--- config.mk ---
export PLATFORM = sky130hd
export DESIGN_NAME = rom_arb
export DESIGN_NICKNAME = d
export VERILOG_FILES = /design/src/rtl/rom_arb.sv
export SDC_FILE = /design/constraint.sdc
export NUM_CORES = 1
export LEC_CHECK = 0
export BUFFER_PORTS_ARGS = -buffer_cell sky130_fd_sc_hd__clkbuf_2
export CAP_MARGIN = 10
export CORE_UTILIZATION = 48
export CTS_BUF_LIST = sky130_fd_sc_hd__clkbuf_16
export DETAILED_ROUTE_END_ITERATION = 12
export PLACE_DENSITY_LB_ADDON = 0.12
export SYNTH_ARGS = -nofsm -noshare
export SYNTH_HDL_FRONTEND = slang
export SYNTH_SLANG_ARGS = --single-unit
--- constraint.sdc ---
create_clock -name clk -period 4.09 [get_ports clk]
set_clock_uncertainty 0.15 [all_clocks]
set_input_delay 0.409 -clock clk [delete_from_list [all_inputs] [get_ports clk]]
set_output_delay 0.409 -clock clk [all_outputs]
set_load 0.03 [all_outputs]
--- src/rtl/rom_arb.sv ---
`default_nettype none
// rom_arb: round-robin arbiter sharing a 1-cycle-latency ROM among N requesters,
// with a single response slot that captures ROM data when the consumer stalls.
module rom_arb #(
  parameter int N = 4,
  parameter int A = 6,
  parameter int D = 32,
  localparam int IW = (N > 1) ? $clog2(N) : 1
) (
  input  logic           clk,
  input  logic           rst,
  input  logic [N-1:0]   req_valid,
  output logic [N-1:0]   req_ready,
  input  logic [N*A-1:0] req_addr,
  output logic           resp_valid,
  input  logic           resp_ready,
  output logic [IW-1:0]  resp_id,
  output logic [D-1:0]   resp_data,
  output logic           rom_en,
  output logic [A-1:0]   rom_addr,
  input  logic [D-1:0]   rom_data
);

  logic          busy;
  logic          held;
  logic [IW-1:0] id_q;
  logic [D-1:0]  hold_q;
  logic [IW-1:0] ptr;

  logic          slot_free;
  logic          issue;
  logic          found;
  logic [IW-1:0] grant;
  logic [IW:0]   idx;
  logic [IW:0]   ptr_nxt;

  assign slot_free = ~busy | resp_ready;
  assign issue     = slot_free & (|req_valid) & ~rst;

  // Search starts at ptr and wraps modulo N; one extra bit keeps the sum from overflowing.
  always_comb begin
    found = 1'b0;
    grant = '0;
    idx   = '0;
    for (int k = 0; k < N; k++) begin
      idx = {1'b0, ptr} + (IW+1)'(k);
      if (idx >= (IW+1)'(N)) idx = idx - (IW+1)'(N);
      if (!found && req_valid[idx[IW-1:0]]) begin
        found = 1'b1;
        grant = idx[IW-1:0];
      end
    end
  end

  always_comb begin
    ptr_nxt = {1'b0, grant} + (IW+1)'(1);
    if (ptr_nxt >= (IW+1)'(N)) ptr_nxt = '0;
  end

  always_comb begin
    req_ready = '0;
    rom_addr  = '0;
    for (int i = 0; i < N; i++) begin
      if (issue && grant == IW'(i)) begin
        req_ready[i] = 1'b1;
        rom_addr     = req_addr[i*A +: A];
      end
    end
  end

  assign rom_en = issue;

  always_ff @(posedge clk) begin
    if (rst) begin
      busy   <= 1'b0;
      held   <= 1'b0;
      id_q   <= '0;
      hold_q <= '0;
      ptr    <= '0;
    end else if (issue) begin
      busy <= 1'b1;
      held <= 1'b0;
      id_q <= grant;
      ptr  <= ptr_nxt[IW-1:0];
    end else if (busy && resp_ready) begin
      busy <= 1'b0;
      held <= 1'b0;
    end else if (busy && !held) begin
      // ROM data is only valid for one cycle; keep it while the consumer stalls.
      held   <= 1'b1;
      hold_q <= rom_data;
    end
  end

  assign resp_valid = busy;
  assign resp_id    = id_q;
  assign resp_data  = held ? hold_q : rom_data;

endmodule
`default_nettype wire

==> run_results.csv <==
group,metric,value,unit
status,status,"completed",
clock_network,clock-sinks,38,
synthesis,synth_top_area_cell,"dfxtp_1",
sta,finalHoldViolCount,0,
sta,fmax,299,MHz
clock_network,cts_max_level,2,
synthesis,ys_seq_elements,38,
sta,relSlewSlack,47.5,%
synthesis,synth_top_family_by_area,"simple AND/OR/NAND/NOR gates",
synthesis,synthAdderAreaFrac,2.43,%
sta,min_period,3.34,ns
synthesis,synth_most_common_cell,"nand2_1",
synthesis,synth-xor-area-share,0,%
sta,setup_ws,0.749,ns
sta,setup_violations,0,
sta,worst_pin_slew,0.786,ns
synthesis,synth-edff-count,0,
flow_run,max_cap_viol_count,0,
synthesis,yosysUniqueCellTypes,28,
sta,rsz0062_at_grt,"no",
synthesis,yosys_warnings,0,
clock_network,numCtsBuffers,5,
setup_path,r2r-start,"held",
place,gp_congestion,0.825,
layout,drive_above_1_share,43.1,%
place,numPlacedInstances,402,
floorplan,ios,109,
global_route,first_global_vias,1742,
synthesis,synth_compound_area_share,16.7,%
pwr,p_leak,0.00129,µW
synthesis,synth_common_cells,"nand2_1, a21oi_1, dfxtp_1",
place,pre_cts_ws,1.01,ns
route,drc_errors,0,
setup_path,start_kind,"register",
place,port_buffers,108,
global_route,grt_pass1_wl,7.56,mm
layout,stdcell_count,410,
synthesis,netlist_instances,261,
synthesis,synth_area_leaders,"dfxtp_1, mux2_2, nand2_1",
global_route,grt-ovfl-total,0,
route,wl_per_cell,11.9,µm
pwr,peakVddDrop,0.000281,V
clock_network,clk_pin_slew,0.06,ns
clock_network,cts_tree,"yes",
layout,n_antenna_cell,0,
floorplan,die_area,4560,µm²
global_route,grt_util_all_layers,21.5,%
synthesis,seq_area_frac_synth,36.9,%
sta,fin_tns_setup,0,ns
floorplan,die-width,67.6,µm
sta,final_max_slew_viol_count,0,
synthesis,syn_area,2060,µm²
layout,finish.net_count,426,
floorplan,start_util,50.8,%
route,routed_wl,4.90,mm
route,drtIter0Drc,135,
setup_path,crit_type,"register to output port",
floorplan,core,4060,µm²
layout,area_delta_synth_final,33.1,%
clock_network,clock_path_buffers,2,
setup_path,r2r_cells,4,
hold_path,min_to,"hold_q[1]",
hold_path,worstHoldPathCells,3,
route,drt_first_pass_iters,4,
setup_path,worstPathRequired,3.53,ns
route,num_vias,2136,
global_route,antenna_found_initial,0,
synthesis,post_synth.cell_area_avg,7.91,µm²
setup_path,setup.worst_path.end_class,"output port",
route,ant_nets,0,
floorplan,chipHeight,67.6,µm
clock_network,hold_buffers,0,
synthesis,synthFlopType,"dfxtp_1",
global_route,grt_max_degree,38,
setup_path,r2r_end,"hold_q[30]",
place,dp_hpwl,3.50,mm
clock_network,post_cts_resized,0,
clock_network,cts_root_buf,"clkbuf_16",
setup_path,crit_fanout,8,
synthesis,synthMuxAreaShare,18.4,%
pwr,powerDensity,394,nW/µm²
synthesis,yosys.area_share.simple,19.7,%
setup_path,worst-r2r-setup-slack,2.09,ns
synthesis,synth_top_area_share,36.9,%
synthesis,synthArstFlopShare,0,%
route,vias_per_cell,5.21,
synthesis,synth.net_count,328,
hold_path,hold_class,"input pin to register",
clock_network,cts_setup_buffers,0,
clock_network,clk_latency,0.27,ns
floorplan,placementRows,23,
sta,timing.final.crit_share,81.7,%
hold_path,min-delay-start,"rom_data[1]",
setup_path,cp.arrival,2.78,ns
==> how the worst max path moves through the flow <==
stage                      start     endpoint  slack, ns
finish                    ptr[1]  rom_addr[0]       0.75
global placement    req_valid[0]  rom_addr[2]       1.11
CTS                       ptr[1]  rom_addr[0]       0.77
floorplan                 ptr[1]  rom_addr[0]       1.18
global route              ptr[1]  rom_addr[0]       0.54
detailed placement  req_valid[0]  rom_addr[0]       1.01
==> power by group <==
group          internal, µW  switching (µW)  total, µW
clock network           222             142        364
logic                   116             194        310
registers               391            15.0        406
total                   730             351       1080
==> routing by layer <==
metal | global-route usage, % | part of all wire (%) | up-vias
met5 | 0 | 0 | -
met1 | 27.1 | 47 | 952
met3 | 6.25 | 7.3 | 6
li1 | - | - | 1094
met2 | 35.5 | 45 | 84
met4 | 5.32 | 0.63 | 0
==> state kept, by name, indices dropped and copies added (netlist names) <==
| register | count |
|---|---|
| hold_q | 32 |
| ptr | 2 |
| resp_id | 2 |
| held | 1 |
| resp_valid | 1 |
==> logic make-up (layout without fill, tap and decap cells) <==
logic type	count (synthesis)	after routing
compound gates	61	61
fa+ha+maj	4	4
simple gates	94	94
mux	34	34
flops	38	38
buf+inv	30	129
==> area by class of cell <==
| cell class | count | area [µm²] |
|---|---|---|
| sequential | 38 | 761 |
| timing repair buffer | 110 | 556 |
| multi-input combinational | 193 | 1180 |
| inverter | 11 | 41.3 |
| clock inverter | 3 | 16.3 |
| clock buffer | 5 | 125 |
| tap | 50 | 62.6 |
| fill | 356 | 1310 |
==> critical path, stage by stage (launching register included) <==
cell	delay (ns)
dfxtp_1	0.42
mux2i_1	0.21
nor2_1	0.08
nor3_1	0.44
inv_1	0.14
ha_1	0.33
or2_2	0.38
a221oi_1	0.25
nor3_1	0.08
clkbuf_2	0.19
==> stage by stage <==
stage                     total power, µW  hold WS [ns]  utilization [%]  cell area, µm²
after CTS                            1090         0.206             67.7            2750
final                                1080         0.213             67.7            2750
after global placement                720         0.290             64.2            2600
after floorplan                       633         0.283                -            2060
after global routing                 1140         0.203             67.7            2750
after detailed placement              723         0.293             64.2            2600
==> placed cells by master, fill, tap and decap left out, drive strengths merged <==
cell / count
nand2b: 2
a31o: 1
o21ai: 1
a211oi: 1
nor3: 7
buf: 2
clkbuf: 113
nor2: 5
mux2i: 2
mux2: 32
nor4: 2
o22ai: 2
or4: 1
or2: 2
nand2: 68
inv: 11
and3: 4
a221oi: 6
nand3b: 1
and2: 1
dfxtp: 38
clkinv: 2
nor2b: 1
a21oi: 49
ha: 4
clkinvlp: 1
o21a: 1
Note: power is estimated with default switching activity, not from simulation.
